--- config.mk ---
export PLATFORM = sky130hd
export DESIGN_NAME = mcycle
export DESIGN_NICKNAME = d
export VERILOG_FILES = /design/src/rtl/mcycle_pkg.sv /design/src/rtl/mcycle_divstep.sv /design/src/rtl/mcycle.sv
export SDC_FILE = /design/constraint.sdc
export NUM_CORES = 1
export LEC_CHECK = 0
export CAP_MARGIN = 20
export CORE_UTILIZATION = 30
export CTS_BUF_LIST = sky130_fd_sc_hd__clkbuf_4 sky130_fd_sc_hd__clkbuf_8
export DETAILED_ROUTE_END_ITERATION = 6
export SETUP_SLACK_MARGIN = 0.2
export SLEW_MARGIN = 20
export SYNTH_ARGS = -nofsm -noshare
export SYNTH_HDL_FRONTEND = slang
export SYNTH_HIERARCHICAL = 1
export SYNTH_SLANG_ARGS = --single-unit
--- constraint.sdc ---
create_clock -name CLK -period 4.7 [get_ports CLK]
set_clock_uncertainty 0.15 [all_clocks]
set_input_delay 0.94 -clock CLK [delete_from_list [all_inputs] [get_ports CLK]]
set_output_delay 0.94 -clock CLK [all_outputs]
set_load 0.05 [all_outputs]
--- src/rtl/mcycle_pkg.sv ---
// rtl/mcycle_pkg.sv - shared op/state encodings and default width for the multi-cycle mul/div unit
package mcycle_pkg;

    localparam int MCYCLE_WIDTH = 32;

    typedef enum logic [1:0] {
        OP_SMUL = 2'b00,
        OP_UMUL = 2'b01,
        OP_SDIV = 2'b10,
        OP_UDIV = 2'b11
    } mcycle_op_e;

    typedef enum logic {
        S_IDLE      = 1'b0,
        S_COMPUTING = 1'b1
    } mcycle_state_e;

endpackage

--- src/rtl/mcycle_divstep.sv ---
// rtl/mcycle_divstep.sv - one restoring-division step: shift in a dividend bit, subtract divisor if it fits
module mcycle_divstep
    import mcycle_pkg::*;
#(
    parameter int WIDTH = MCYCLE_WIDTH
) (
    input  logic [WIDTH-1:0] i_rem,
    input  logic [WIDTH-1:0] i_div,
    input  logic             i_bit,
    output logic [WIDTH-1:0] o_rem,
    output logic             o_q
);

    logic [WIDTH:0] w_diff;

    // A set borrow bit means the shifted remainder was smaller than the divisor.
    assign w_diff = {i_rem, i_bit} - {1'b0, i_div};
    assign o_q    = ~w_diff[WIDTH];
    assign o_rem  = o_q ? w_diff[WIDTH-1:0] : {i_rem[WIDTH-2:0], i_bit};

endmodule

--- src/rtl/mcycle.sv ---
// rtl/mcycle.sv - iterative shift-add multiplier / restoring divider; divide path built only with MCYCLE_DIV_EN
module mcycle
    import mcycle_pkg::*;
#(
    parameter int WIDTH = MCYCLE_WIDTH
) (
    input  logic             CLK,
    input  logic             RESET,
    input  logic             Start,
    input  logic [1:0]       MCycleOp,
    input  logic [WIDTH-1:0] Operand1,
    input  logic [WIDTH-1:0] Operand2,
    output logic [WIDTH-1:0] Result1,
    output logic [WIDTH-1:0] Result2,
    output logic             Busy
);

    localparam int CW = $clog2(WIDTH);

    mcycle_state_e      r_state;
    logic [CW-1:0]      r_count;
    logic [WIDTH-1:0]   r_mcand;
    logic [2*WIDTH-1:0] r_acc;
    logic               r_neg_lo;
    logic [WIDTH-1:0]   r_result1;
    logic [WIDTH-1:0]   r_result2;

    logic               w_signed;
    logic               w_s1;
    logic               w_s2;
    logic               w_last;
    logic [WIDTH-1:0]   w_mag1;
    logic [WIDTH-1:0]   w_mag2;
    logic [WIDTH:0]     w_sum;
    logic [2*WIDTH-1:0] w_mul_next;
    logic [2*WIDTH-1:0] w_prod;

    assign w_signed = (MCycleOp == OP_SMUL) || (MCycleOp == OP_SDIV);
    assign w_s1     = w_signed & Operand1[WIDTH-1];
    assign w_s2     = w_signed & Operand2[WIDTH-1];
    assign w_mag1   = w_s1 ? -Operand1 : Operand1;
    assign w_mag2   = w_s2 ? -Operand2 : Operand2;
    assign w_last   = (r_count == CW'(WIDTH - 1));

    // Accumulator is {partial product high, remaining multiplier bits}; add then shift right.
    assign w_sum      = {1'b0, r_acc[2*WIDTH-1:WIDTH]} + (r_acc[0] ? {1'b0, r_mcand} : {(WIDTH+1){1'b0}});
    assign w_mul_next = {w_sum, r_acc[WIDTH-1:1]};
    assign w_prod     = r_neg_lo ? -w_mul_next : w_mul_next;

    assign Busy    = (r_state == S_COMPUTING) || ((r_state == S_IDLE) && Start);
    assign Result1 = r_result1;
    assign Result2 = r_result2;

`ifdef MCYCLE_DIV_EN
    logic               r_is_div;
    logic               r_neg_hi;
    logic [WIDTH-1:0]   w_rem;
    logic               w_qbit;
    logic [2*WIDTH-1:0] w_div_next;
    logic [WIDTH-1:0]   w_quo_out;
    logic [WIDTH-1:0]   w_rem_out;

    mcycle_divstep #(.WIDTH(WIDTH)) u_divstep (
        .i_rem (r_acc[2*WIDTH-1:WIDTH]),
        .i_div (r_mcand),
        .i_bit (r_acc[WIDTH-1]),
        .o_rem (w_rem),
        .o_q   (w_qbit)
    );

    // Accumulator is {partial remainder, dividend bits not yet consumed, quotient bits so far}.
    assign w_div_next = {w_rem, r_acc[WIDTH-2:0], w_qbit};
    assign w_quo_out  = r_neg_lo ? -w_div_next[WIDTH-1:0] : w_div_next[WIDTH-1:0];
    assign w_rem_out  = r_neg_hi ? -w_div_next[2*WIDTH-1:WIDTH] : w_div_next[2*WIDTH-1:WIDTH];
`endif

    always_ff @(posedge CLK) begin
        if (RESET) begin
            r_state   <= S_IDLE;
            r_count   <= '0;
            r_mcand   <= '0;
            r_acc     <= '0;
            r_neg_lo  <= 1'b0;
            r_result1 <= '0;
            r_result2 <= '0;
`ifdef MCYCLE_DIV_EN
            r_is_div  <= 1'b0;
            r_neg_hi  <= 1'b0;
`endif
        end else begin
            case (r_state)
                S_IDLE: begin
                    if (Start) begin
`ifdef MCYCLE_DIV_EN
                        r_is_div <= MCycleOp[1];
                        r_neg_hi <= MCycleOp[1] & w_s1;
                        if (MCycleOp[1]) begin
                            r_acc    <= {{WIDTH{1'b0}}, w_mag1};
                            r_mcand  <= w_mag2;
                            // Divide by zero yields an all-ones quotient, so it must not be negated.
                            r_neg_lo <= (w_s1 ^ w_s2) & (Operand2 != '0);
                        end else begin
                            r_acc    <= {{WIDTH{1'b0}}, w_mag2};
                            r_mcand  <= w_mag1;
                            r_neg_lo <= w_s1 ^ w_s2;
                        end
                        r_count <= '0;
                        r_state <= S_COMPUTING;
`else
                        if (MCycleOp[1]) begin
                            r_result1 <= '0;
                            r_result2 <= '0;
                        end else begin
                            r_acc    <= {{WIDTH{1'b0}}, w_mag2};
                            r_mcand  <= w_mag1;
                            r_neg_lo <= w_s1 ^ w_s2;
                            r_count  <= '0;
                            r_state  <= S_COMPUTING;
                        end
`endif
                    end
                end
                S_COMPUTING: begin
                    r_count <= r_count + 1'b1;
`ifdef MCYCLE_DIV_EN
                    r_acc <= r_is_div ? w_div_next : w_mul_next;
                    if (w_last) begin
                        r_result1 <= r_is_div ? w_quo_out : w_prod[WIDTH-1:0];
                        r_result2 <= r_is_div ? w_rem_out : w_prod[2*WIDTH-1:WIDTH];
                        r_state   <= S_IDLE;
                    end
`else
                    r_acc <= w_mul_next;
                    if (w_last) begin
                        r_result1 <= w_prod[WIDTH-1:0];
                        r_result2 <= w_prod[2*WIDTH-1:WIDTH];
                        r_state   <= S_IDLE;
                    end
`endif
                end
                default: r_state <= S_IDLE;
            endcase
        end
    end

endmodule

; Yosys cells after proc, flatten, opt, wreduce, memory -nomap -nowiden
; Cells that the tools add are included.
[totals]
register_bits = 167
inputBits = 69
output_inout_bits = 65
[classes]
addsub = 5
n_eq_ne = 6
muxes = 20
bitwise_logic = 5
n_reduce_logical = 7
[op_table]
columns = cell, n
row1 = 32-bit 2-to-1 mux, 7
row2 = 64-bit 2-to-1 mux, 3
row3 = 32-bit case mux with 2 select lines, 2
row4 = 64-bit case mux with 2 select lines, 1
row5 = 32-bit negator, 2
row6 = 64-bit negator, 1
row7 = 32-bit by 32-bit adder with 33-bit output, 1
row8 = 5-bit 2-to-1 mux, 2
row9 = 5-bit case mux with 2 select lines, 1
row10 = "2-bit != test, second input constant", 3
row11 = 3-bit AND reduction, 2
row12 = "5-bit by 1-bit adder with 5-bit output, second input constant", 1
row13 = "5-bit equality test, second input constant", 1
row14 = 1-bit 2-to-1 mux, 3
row15 = 1-bit AND, 2
row16 = "2-bit equality test, second input constant", 1
row17 = 2-bit logical NOT, 1
row18 = 1-bit logical OR, 2
row19 = "2-bit by 1-bit != test with 1-bit output, second input constant", 1
row20 = 1-bit NOT, 2
row21 = 1-bit case mux with 2 select lines, 1
row22 = 2-bit AND reduction, 1
row23 = 1-bit logical AND, 1
row24 = 1-bit XOR, 1

; Depth between registers and ports, before layout
; Gate-level depths: netlist of run 1.
[logic_depth]
ltp_word = 7
ltp_mapped = 14
mapped_depth_nobuf = 13

; Least setup slack after synthesis of run 1
; Ideal clock, no wire load.
[synth_path]
path_type = reg2reg
start = register r_acc[0]
end = register r_result2[26] (netlist: Result2[26])
setup_ns = 0.117
arrival_ns = 4.166
required_ns = 4.433
slack_ns = 0.267
path_stages_with_launch = 15
cell_sequence = dfxtp_1 > clkbuf_1 > and2_1 > ha_1 > fa_1 > a21o_1 > a221oi_2 > o31ai_4 > a311o_1 > xor2_1 > nor4_1 > or3b_2 > o31ai_1 > xnor2_1 > a22o_1
[synth_via]
elab_chain_len = 6
[synth_rtl]
columns = item, line_no
row1 = from (decl), mcycle.sv:23  ; logic [2*WIDTH-1:0] r_acc;
row2 = from (signal assigned), mcycle.sv:114  ; r_acc <= {{WIDTH{1'b0}}, w_mag2};
row3 = from (signal assigned), mcycle.sv:133  ; r_acc <= w_mul_next;
row4 = 32-bit 2-to-1 mux *, mcycle.sv:46  ; assign w_sum = {1'b0, r_acc[2*WIDTH-1:WIDTH]} + (r_acc[0] ? {1'b0, r_mcand} : {(WIDTH+1){1'b0}});
row5 = 32-bit by 32-bit adder with 33-bit output *, mcycle.sv:46
row6 = 64-bit negator, mcycle.sv:48  ; assign w_prod = r_neg_lo ? -w_mul_next : w_mul_next;
row7 = 64-bit 2-to-1 mux *, mcycle.sv:48
row8 = 32-bit 2-to-1 mux *, mcycle.sv:134  ; if (w_last) begin
row9 = 32-bit case mux with 2 select lines *, mcycle.sv:91  ; case (r_state)
row10 = to (signal assigned), mcycle.sv:136  ; r_result2 <= w_prod[2*WIDTH-1:WIDTH];
row11 = to (decl), mcycle.sv:26  ; logic [WIDTH-1:0] r_result2;
; Every way passes the cells marked *; elsewhere a longest branch is shown, timed or not. The select of a mux whose other input is x is not followed.
; A chain may end at the register's enable or synchronous reset.

; Worst setup path in the final report of run 1
[layout_path]
start = register r_acc[0]
end = register r_result2[30] (netlist: Result2[30])
; Same word-level chain as after synthesis.

==> results of run 1 <==
==> metal layers <==
metal,vias to the layer above,share of wire,global-route usage
li1,5372,-,-
met1,5089,0.48,0.2570
met2,256,0.46,0.3093
met3,38,0.039,0.02846
met4,0,0.023,0.06143
met5,-,0,0
==> flip-flops by register name (all words and copies together) (netlist names) <==
register,cells
r_mcand,32
r_state,1
r_neg_lo,1
r_count,5
Result2,32
r_acc,64
Result1,32
==> layout make-up <==
class	instances	area [um2]
tap	468	585.6
fill	3784	23100
clock buffer	18	241.5
multi-input combinational	1146	7396
clock inverter	14	160.2
timing repair buffer	169	1624
inverter	18	67.56
sequential	167	3347
==> cell usage after synthesis (15+ instances only) <==
library cell | instances | area share
a22oi_1 | 48 | 0.032
xnor2_1 | 90 | 0.071
xor2_1 | 39 | 0.031
nor2_1 | 222 | 0.075
o31ai_1 | 18 | 0.012
and2_1 | 41 | 0.023
o21ai_0 | 65 | 0.029
inv_1 | 18 | 0.0061
nor3_1 | 25 | 0.011
nand2b_1 | 15 | 0.0084
clkbuf_1 | 86 | 0.029
a211oi_1 | 52 | 0.035
nand3_1 | 16 | 0.0072
or3_1 | 16 | 0.0090
nand2_1 | 83 | 0.028
a22o_1 | 17 | 0.013
dfxtp_1 | 167 | 0.30
ha_1 | 37 | 0.042
a21oi_1 | 133 | 0.060
and3_1 | 44 | 0.025
==> how the worst min path moves through the flow <==
stage,end,from,depth (start not counted),slack [ps]
after global routing,r_mcand[0],r_mcand[0],2,340
after CTS,r_mcand[0],r_mcand[0],2,310
after global placement,r_mcand[0],r_mcand[0],2,300
after detailed placement,r_mcand[0],r_mcand[0],2,300
final,r_mcand[0],r_mcand[0],2,310
after floorplan,r_mcand[21],r_mcand[21],2,280
==> worst min-delay path: stages, from the launching register on <==
cell	delay [ps]
dfxtp_1	320
nand2_1	50
a21oi_1	50
==> through the flow <==
stage                     hold WS, ps  std cells
after detailed placement        300.1       1966
after global placement          296.2       1966
after floorplan                 277.3       1430
after global routing            344.6       2000
after CTS                       313.8       1998
final                           309.5       2000
==> power by group through the flow <==
stage / clock network (mW) / logic (mW) / registers [mW]
detailed placement: 0 / 0.539 / 1.55
CTS: 1.08 / 0.540 / 1.52
finish: 1.06 / 0.544 / 1.52
global route: 1.15 / 0.603 / 1.53
global placement: 0 / 0.532 / 1.55
floorplan: 0 / 0.363 / 1.52
==> cells by family (layout without fill, tap and decap cells) <==
family / count (synthesis) / in the layout / synth area share
AND/OR/NAND/NOR: 541 / 541 / 0.2451
XOR/XNOR: 129 / 129 / 0.1016
flip-flops: 167 / 167 / 0.3007
buffers and inverters: 117 / 219 / 0.04355
multiplexers: 7 / 7 / 0.006302
adder cells (fa/ha/maj): 38 / 38 / 0.04344
AO/OA/AOI/OAI: 431 / 431 / 0.2593
==> what timing repair did <==
| action | 4_1_cts | 5_1_grt |
|---|---|---|
| pin swaps | 0 | 6 |
| resized for setup | 2 | 15 |
| buffers inserted | 0 | 2 |
| setup endpoints to repair | 5 | 16 |
==> reports/metrics.yaml, run 1 <==
global_route:
  grt_antenna_before_repair: 0
  grt_start_max_net_pins: 101
  first_global_vias: 10340
  grtUsageTotal: 0.1903
  grt_overflow: 0
  grt_pass1_wl_um: 57770
timing:
  slew_violations: 0
  worstMarginPinSlew_ps: 1012
  hold_viol_final: 0
  period_share: 0.9145
  rsz0062_at_grt: "no"
  fin_setup_tns_ps: 0
  fin_ws_ps: 401.9
  relSlewSlack: 0.3241
  setup_viol: 0
  fin_crit_ps: 4298
  max_freq_ghz: 0.2327
worst_setup_path:
  crit_cells: 13
  path_class: "reg2reg"
  critPathMaxFanout: 7
  path_delay_family: "compound AO/OA/AOI/OAI gates"
  crit_chain: "and2_1 > ha_1 > fa_2 > a21o_1 > a221oi_4 > o31ai_4 > a311o_1 > o21a_1 > a211o_2 > or4_4 > o41ai_4 > xnor2_1 > a22o_1"
  critPathLaunchType: "flop"
  arrival_ps: 4530
  crit_start: "r_acc[0]"
  critPathMaxStageDelay_ps: 580
  end_kind: "flop"
  r2r-end: "Result2[30]"
  r2r_setup_slack_ps: 400
  cp_slowest_cell: "or4_4"
  ff2ff_path_depth: 13
  timing.rr.start: "r_acc[0]"
  required_ps: 4930
  critPathCapture: "Result2[30]"
  crit_buf_inv: 0
routing:
  wire_per_inst_um: 17.96
  drtAntennaViolNets: 0
  routed_wl_um: 35920
  viasPerCell: 5.378
  first_pass_iters: 5
  initialDrtViolationCount: 775
  via_count: 10760
  drc: 0
min_path:
  hold_path.class: "reg2reg"
synth:
  syn-instance-count: 1430
  syn_area_per_cell_um2: 7.775
  yosysWarnings: 6
  synth_area_um2: 11120
  seq_area_frac_synth: 0.3007
  ys_ff_latch: 167
  synth_nets: 1537
  async_reset_ff_frac: 0
  synth-edff-count: 0
  synth_cell_types: 81
  synth_flop_cell: "dfxtp_1"
clocking:
  h-tree-depth: 4
  cts_tree: "built"
  ctsHoldBuffers: 0
  cts_made_buffers: 17
  insertion_delay_ps: 500
  cts.path.max_buffers: 2
  clkTransAtPathRegs_ps: 90
  clock-sinks: 167
  cts_root_buffer: "clkbuf_8"
pwr:
  p_clk_frac: 0.339
  p_switching_mw: 1.025
  leakagePower_nw: 4.979
  power.density_nw_per_um2: 232.3
  p_seq_frac: 0.486
  vdd_drop_max_mv: 0.1449
  p_comb_frac: 0.175
  cell_internal_pwr_mw: 2.093
  p_sw_frac: 0.3287
  power_mw: 3.118
placement:
  port_buffers: 133
  place_area_um2: 12930
  place.gp.congestion: 0.8856
  hpwl_um: 27350
  place_ws_ps: 106.4
final_layout:
  final_area_um2: 13420
  fin_util: 0.3675
  mostFrequentLayoutCells: "nor2_1, dfxtp_1, a21oi_1, clkdlybuf4s50_1, xnor2_1"
  area_growth_pct: 20.72
  nNetsFinal: 1626
  drive_gt1_frac: 0.08094
  antenna-diode-count: 0
  layout_commonest_cell: "nor2_1"
floorplan:
  start_util: 0.3044
  die_y_um: 194.5
  fp.coreArea_um2: 36520
  die_x_um: 194.5
  row_count: 70
  fp.dieArea_um2: 37830
  io_pins: 134
status:
  status: "finished, final reports clean"
flow_run:
  drv_cap: 0
Power figures use the tool's default switching activity.
==> run 2: changes to the inputs <==
--- a/config.mk
+++ b/config.mk
@@ -6,6 +6,7 @@
 export NUM_CORES = 1
 export LEC_CHECK = 0
 export CAP_MARGIN = 20
+export CORE_MARGIN = 5
 export CORE_UTILIZATION = 30
 export CTS_BUF_LIST = sky130_fd_sc_hd__clkbuf_4 sky130_fd_sc_hd__clkbuf_8
 export DETAILED_ROUTE_END_ITERATION = 6
==> run 2 against run 1 <==
  * Worst hold slack better by 8.6 ps
  * Sequential cell count unchanged
  * Cell area up 0.42%
  * Sequential power about the same
  * Worst setup slack worse by 6.4 ps
  * Critical path depth up 1
  * Sequential share of layout area down 0.086 points
==> reports/metrics.yaml, run 2 (same netlist as run 1, synthesis figures left out) <==
floorplan:
  fp.coreArea_um2: 36610  # was 36520 um2
  die_y_um: 202.5  # was 194.5 um
  fp.dieArea_um2: 41010  # was 37830 um2
  row_count: 70  # unchanged
  die_x_um: 202.5  # was 194.5 um
  io_pins: 134  # unchanged
  start_util: 0.3037  # was 0.3044
placement:
  place_ws_ps: 77.60  # was 106.4 ps
  port_buffers: 133  # unchanged
  hpwl_um: 28130  # was 27350 um
  place.gp.congestion: 0.9257  # was 0.8856
worst_setup_path:
  end_kind: "flop"  # unchanged
  required_ps: 4950  # was 4930 ps
  critPathMaxFanout: 11  # was 7
  r2r_setup_slack_ps: 400  # about the same
  critPathLaunchType: "flop"  # unchanged
  path_class: "reg2reg"  # unchanged
  arrival_ps: 4560  # was 4530 ps
min_path:
  hold_path.class: "reg2reg"  # unchanged
timing:
  fin_ws_ps: 395.5  # was 401.9 ps
  fin_crit_ps: 4305  # was 4298 ps
  hold_viol_final: 0  # unchanged
  relSlewSlack: 0.2117  # was 0.3241
  max_freq_ghz: 0.2323  # was 0.2327 GHz
  worstMarginPinSlew_ps: 1183  # was 1012 ps
  whs_ps: 318.0  # was 309.5 ps
  rsz0062_at_grt: "yes"  # was no
  slew_violations: 0  # unchanged
  fin_setup_tns_ps: 0  # unchanged
  setup_viol: 0  # unchanged
  period_share: 0.9159  # was 0.9145
clocking:
  h-tree-depth: 4  # unchanged
  ctsHoldBuffers: 0  # unchanged
  cts_made_buffers: 17  # unchanged
  insertion_delay_ps: 500  # about the same
  cts_tree: "built"  # unchanged
  clock-sinks: 167  # unchanged
  clkTransAtPathRegs_ps: 120  # was 90 ps
  cts_root_buffer: "clkbuf_8"  # unchanged
  cts.path.max_buffers: 2  # unchanged
routing:
  via_count: 10800  # was 10760
  first_pass_iters: 5  # unchanged
  drtAntennaViolNets: 0  # unchanged
  routed_wl_um: 36650  # was 35920 um
  viasPerCell: 5.388  # was 5.378
  drc: 0  # unchanged
  initialDrtViolationCount: 782  # was 775
  wire_per_inst_um: 18.29  # was 17.96 um
final_layout:
  fin_util: 0.3681  # was 0.3675
  layout_commonest_cell: "nor2_1"  # unchanged
  largest_reg_flops: 64  # unchanged
  antenna-diode-count: 0  # unchanged
  drive_gt1_frac: 0.08398  # was 0.08094
  nNetsFinal: 1630  # was 1626
  mostFrequentLayoutCells: "nor2_1, dfxtp_1, a21oi_1"  # was nor2_1, dfxtp_1, a21oi_1, clkdlybuf4s50_1, xnor2_1
  largest-register: "r_acc"  # unchanged
  area_growth_pct: 21.22  # was 20.72%
pwr:
  power.density_nw_per_um2: 239.4  # was 232.3 nW/um2
  p_sw_frac: 0.3425  # was 0.3287
  p_switching_mw: 1.105  # was 1.025 mW
  p_comb_frac: 0.170  # was 0.175
  p_clk_frac: 0.358  # was 0.339
  cell_internal_pwr_mw: 2.121  # was 2.093 mW
  power_mw: 3.226  # was 3.118 mW
  vdd_drop_max_mv: 0.1642  # was 0.1449 mV
  p_seq_frac: 0.472  # was 0.486
  leakagePower_nw: 5.009  # was 4.979 nW
global_route:
  grt_overflow: 0  # unchanged
  grt_antenna_before_repair: 0  # unchanged
  busiest_layer: "met2"  # unchanged
  met2_usage: 0.2935  # was 0.3093
  met3_usage: 0.02316  # was 0.02846
  grtUsageTotal: 0.1733  # was 0.1903
  grt_start_max_net_pins: 100  # was 101
  met1_usage: 0.2331  # was 0.2570
  grt_pass1_wl_um: 57750  # was 57770 um
  first_global_vias: 10330  # was 10340
flow_run:
  drv_cap: 0  # unchanged
status:
  status: "finished, final reports clean"  # unchanged
-- run 2: path summary, 6_finish.rpt --
kind	startpoint	depth (start not counted)	end
worst max-delay path	r_acc[0]	14	Result2[31]
worst min-delay path	r_mcand[31]	2	r_mcand[31]
worst max register to register	r_acc[0]	14	Result2[31]
worst min register to register	r_mcand[31]	2	r_mcand[31]
-- run 2: power groups by stage --
stage	sequential, mW	combinational [mW]	clock [mW]
detailed placement	1.55	0.540	0
floorplan	1.52	0.363	0
CTS	1.52	0.541	1.18
global route	1.53	0.607	1.23
global placement	1.55	0.533	0
finish	1.52	0.549	1.16
-- run 2: critical path, cell delays in order, from the launching register on --
cell and delay [ps]:
dfxtp_4 390, and2_1 160, ha_1 210, fa_1 410
a21o_1 210, a221oi_2 220, buf_4 190, o31ai_4 100
a311o_1 410, o21a_1 220, a211o_2 330, or4_4 580
o41ai_2 340, xnor2_1 100, a22o_1 200
-- run 2: layout make-up --
class / instances / area (um2)
timing repair buffer: 173 / 1642
fill: 3811 / 23130
clock buffer: 17 / 234.0
inverter: 18 / 67.56
sequential: 167 / 3349
clock inverter: 15 / 209.0
tap: 468 / 585.6
multi-input combinational: 1146 / 7391
-- run 2: what timing repair did --
item	CTS	global route
resized for setup	1	14
setup buffers	0	2
setup endpoints to repair	7	10
pin swaps	0	4
-- run 2: stage by stage --
step / instances / area, um2
after floorplan: 1430 / 11120
after global placement: 1970 / 12950
after detailed placement: 1970 / 12950
after CTS: 2002 / 13390
after global routing: 2004 / 13480
final: 2004 / 13480
-- run 2: metal layers --
metal | wire [um] | part of all wire | vias to the layer above
met2 | 17570 | 0.48 | 238
met3 | 1255 | 0.034 | 38
met4 | 673 | 0.018 | 0
met5 | 0 | 0 | -
li1 | - | - | 5389
met1 | 17160 | 0.47 | 5132
==> run 3: changes to the inputs <==
--- a/config.mk
+++ b/config.mk
@@ -5,6 +5,7 @@
 export SDC_FILE = /design/constraint.sdc
 export NUM_CORES = 1
 export LEC_CHECK = 0
+export ABC_AREA = 1
 export CAP_MARGIN = 20
 export CORE_MARGIN = 5
 export CORE_UTILIZATION = 30
@@ -14,5 +15,4 @@
 export SLEW_MARGIN = 20
 export SYNTH_ARGS = -nofsm -noshare
 export SYNTH_HDL_FRONTEND = slang
-export SYNTH_HIERARCHICAL = 1
 export SYNTH_SLANG_ARGS = --single-unit
==> run 3 against run 2 <==
  * Register-to-register slack improved by 720 ps
  * Critical path depth rose by 5
  * First-iteration DRC count rose by 35%
  * Critical path type unchanged
  * Non-clock buffer count decreased by 27
  * Critical endpoint is now Result2[20]
==> reports/metrics.yaml, run 3 <==
pwr:
  leakagePower_nw: 6.767  # was 5.009 nW
  p_switching_mw: 1.104  # was 1.105 mW
  p_comb_frac: 0.196  # was 0.170
  p_sw_frac: 0.3415  # was 0.3425
  vdd_drop_max_mv: 0.1538  # was 0.1642 mV
  cell_internal_pwr_mw: 2.128  # was 2.121 mW
  power.density_nw_per_um2: 222.9  # was 239.4 nW/um2
  p_clk_frac: 0.340  # was 0.358
  power_mw: 3.232  # was 3.226 mW
  p_seq_frac: 0.464  # was 0.472
routing:
  drtAntennaViolNets: 0  # unchanged
  drc: 0  # unchanged
  initialDrtViolationCount: 1055  # was 782
  routed_wl_um: 41890  # was 36650 um
  wire_per_inst_um: 15.66  # was 18.29 um
  via_count: 12980  # was 10800
  viasPerCell: 4.854  # was 5.388
  first_pass_iters: 5  # unchanged
synth:
  yosys.area.top_type: "dfxtp_1"  # unchanged
  synth_nets: 2144  # was 1537
  synth_top_family_by_area: "simple AND/OR/NAND/NOR gates"  # was compound AO/OA/AOI/OAI gates
  synth_flop_cell: "dfxtp_1"  # unchanged
  synth_most_common_cell: "nand2_1"  # was nor2_1
  synth_cell_types: 48  # was 81
  synth_area_um2: 12280  # was 11120 um2
  ys_ff_latch: 167  # unchanged
  synthSimpleGateAreaFrac: 0.3986  # was 0.2451
  seq_area_frac_synth: 0.2723  # was 0.3007
  netlist_top_cells_count: "nand2_1, inv_1, dfxtp_1, a21oi_1, nor2_1"  # was nor2_1, dfxtp_1, a21oi_1, xnor2_1, clkbuf_1
  syn-instance-count: 2037  # was 1430
  synth_area_leaders: "dfxtp_1, nand2_1, inv_1"  # was dfxtp_1, nor2_1, xnor2_1
  syn_area_per_cell_um2: 6.028  # was 7.775 um2
  synth_compound_area_frac: 0.1343  # was 0.2593
  synth_top_cell_area_share: 0.2723  # was 0.3007
  yosysWarnings: 0  # was 6
  async_reset_ff_frac: 0  # unchanged
  synth-edff-count: 0  # unchanged
  muxShareOfSynthArea: 0  # was 0.006302
  synth_fa_ha_area_frac: 0.03934  # was 0.04344
  synth_xor_area_frac: 0.05136  # was 0.1016
worst_setup_path:
  crit_start: "r_acc[0]"  # unchanged
  path_class: "reg2reg"  # unchanged
  critPathMaxStageDelay_ps: 570  # was 580 ps
  crit_top_cell: "nand2_1"
  required_ps: 4980  # was 4950 ps
  path_delay_family: "simple AND/OR/NAND/NOR gates"  # was compound AO/OA/AOI/OAI gates
  crit_buf_inv: 3  # was 1
  crit_chain: "buf_4 > nand2_1 > inv_1 > ha_1 > nand2_1 > inv_1 > nand2_1 > nor2_2 > nand4_1 > nand3_1 > nand2_1 > nand2_2 > nand2_1 > nor2_1 > nand3_2 > nand2_2 > xor2_1 > nand2_1 > a21oi_1"  # was and2_1 > ha_1 > fa_1 > a21o_1 > a221oi_2 > buf_4 > o31ai_4 > a311o_1 > o21a_1 > a211o_2 > or4_4 > o41ai_2 > xnor2_1 > a22o_1
  critPathLaunchType: "flop"  # unchanged
  cp_slowest_cell: "dfxtp_1"  # was or4_4
  timing.rr.start: "r_acc[0]"  # unchanged
  critPathMaxFanout: 20  # was 11
  end_kind: "flop"  # unchanged
  arrival_ps: 3860  # was 4560 ps
timing:
  hold_viol_final: 0  # unchanged
  period_share: 0.7630  # was 0.9159
  slew_violations: 0  # unchanged
  fin_setup_tns_ps: 0  # unchanged
  fin_crit_ps: 3586  # was 4305 ps
  max_freq_ghz: 0.2789  # was 0.2323 GHz
  worstMarginPinSlew_ps: 852.7  # was 1183 ps
  rsz0062_at_grt: "no"  # was yes
  setup_viol: 0  # unchanged
  relSlewSlack: 0.4309  # was 0.2117
global_route:
  grt_antenna_before_repair: 0  # unchanged
  grtUsageTotal: 0.1837  # was 0.1733
  grt_pass1_wl_um: 66160  # was 57750 um
  grt_overflow: 0  # unchanged
  first_global_vias: 12320  # was 10330
  grt_start_max_net_pins: 81  # was 100
clocking:
  cts_made_buffers: 17  # unchanged
  clock-sinks: 167  # unchanged
  clkTransAtPathRegs_ps: 100  # was 120 ps
  insertion_delay_ps: 510  # was 500 ps
  h-tree-depth: 4  # unchanged
  cts.path.max_buffers: 2  # unchanged
  ctsHoldBuffers: 0  # unchanged
  cts_resized: 0  # was 1
  cts_root_buffer: "clkbuf_8"  # unchanged
  post_cts_buffers: 0  # unchanged
  cts_tree: "built"  # unchanged
placement:
  port_buffers: 133  # unchanged
  place.gp.congestion: 0.9299  # was 0.9257
  hpwl_um: 33260  # was 28130 um
final_layout:
  antenna-diode-count: 0  # unchanged
  seq_area_um2: 3346  # was 3349 um2
  multi_input_area_um2: 7664  # was 7391 um2
  largest-register: "r_acc"  # unchanged
  fillers: 4447  # was 3811
  fin_util: 0.3566  # was 0.3681
  nNetsFinal: 2237  # was 1630
  mostFrequentLayoutCells: "nand2_1, inv_1, dfxtp_1"  # was nor2_1, dfxtp_1, a21oi_1
  drive_gt1_frac: 0.07420  # was 0.08398
  area_growth_pct: 18.06  # was 21.22%
  layout_commonest_cell: "nand2_1"  # was nor2_1
  largest_reg_flops: 64  # unchanged
min_path:
  min_from: "Result1[11]"  # was r_mcand[31]
  hold_path.class: "reg2reg"  # unchanged
floorplan:
  die_y_um: 212.3  # was 202.5 um
  start_util: 0.3021  # was 0.3037
  die_x_um: 212.3  # was 202.5 um
  fp.dieArea_um2: 45070  # was 41010 um2
  io_pins: 134  # unchanged
  fp.coreArea_um2: 40650  # was 36610 um2
  row_count: 74  # was 70
flow_run:
  drv_cap: 0  # unchanged
status:
  status: "finished, final reports clean"  # unchanged
-- run 3: changes by cell type after synthesis, sizes merged, moves of 40 or more --
cell	previous run	this run
nand2	83	722
inv	18	262
nand3	16	137
xnor2	90	17
a211oi	52	0
a22oi	48	0
and3	46	0
nor2	222	178
and2	42	2
-- run 3: worst min-delay path, cell delays in order, from the launching register on --
cell and delay, ps:
dfxtp_1 320, nand2_1 60, a21oi_1 50
-- run 3: logic make-up (layout without fill, tap and decap cells) --
| family | Yosys count | count (layout) |
|---|---|---|
| compound gates | 301 | 301 |
| xor+xnor | 72 | 72 |
| fa+ha+maj | 38 | 38 |
| buf+inv | 337 | 443 |
| flops | 167 | 167 |
| simple gates | 1122 | 1122 |
-- run 3: metrics by stage --
stage	hold WS [ps]	cell area (um2)	std cells	setup slack (ps)
2_1_floorplan	293.8	12280	2037	1585
3_3_place_gp	301.3	14100	2643	1111
4_1_cts	322.0	14500	2675	1137
3_5_place_dp	307.7	14100	2643	1102
6_report	320.5	14500	2675	1114
5_1_grt	339.7	14500	2675	823.7
-- run 3: final cells by class --
type	instances	area share
multi-input cells	1533	0.5287
clock buffers	18	0.01666
well taps	532	0.04592
flip-flops and latches	167	0.2308
repair buffers	146	0.09840
clock inverters	14	0.01088
inverters	265	0.06862
-- run 3: per-layer routing --
metal	part of all wire	up-vias	GRT usage
met2	0.44	289	0.2893
li1	-	6665	-
met3	0.047	52	0.02686
met4	0.023	0	0.05628
met1	0.49	5978	0.2608
met5	0	-	0
-- run 3: worst paths after layout --
| path | end | slack (ps) | cells after the start |
|---|---|---|---|
| worst min-delay path | Result1[11] | 320 | 2 |
| worst max register to register | Result2[20] | 1110 | 19 |
| worst min register to register | Result1[11] | 320 | 2 |
| worst max-delay path | Result2[20] | 1110 | 19 |
-- run 3: power by group through the flow --
stage | Sequential, mW | Combinational, mW | Clock (mW)
6_report | 1.50 | 0.633 | 1.10
5_1_grt | 1.51 | 0.706 | 1.17
4_1_cts | 1.50 | 0.634 | 1.12
3_5_place_dp | 1.53 | 0.631 | 0
3_3_place_gp | 1.53 | 0.625 | 0
2_1_floorplan | 1.51 | 0.434 | 0
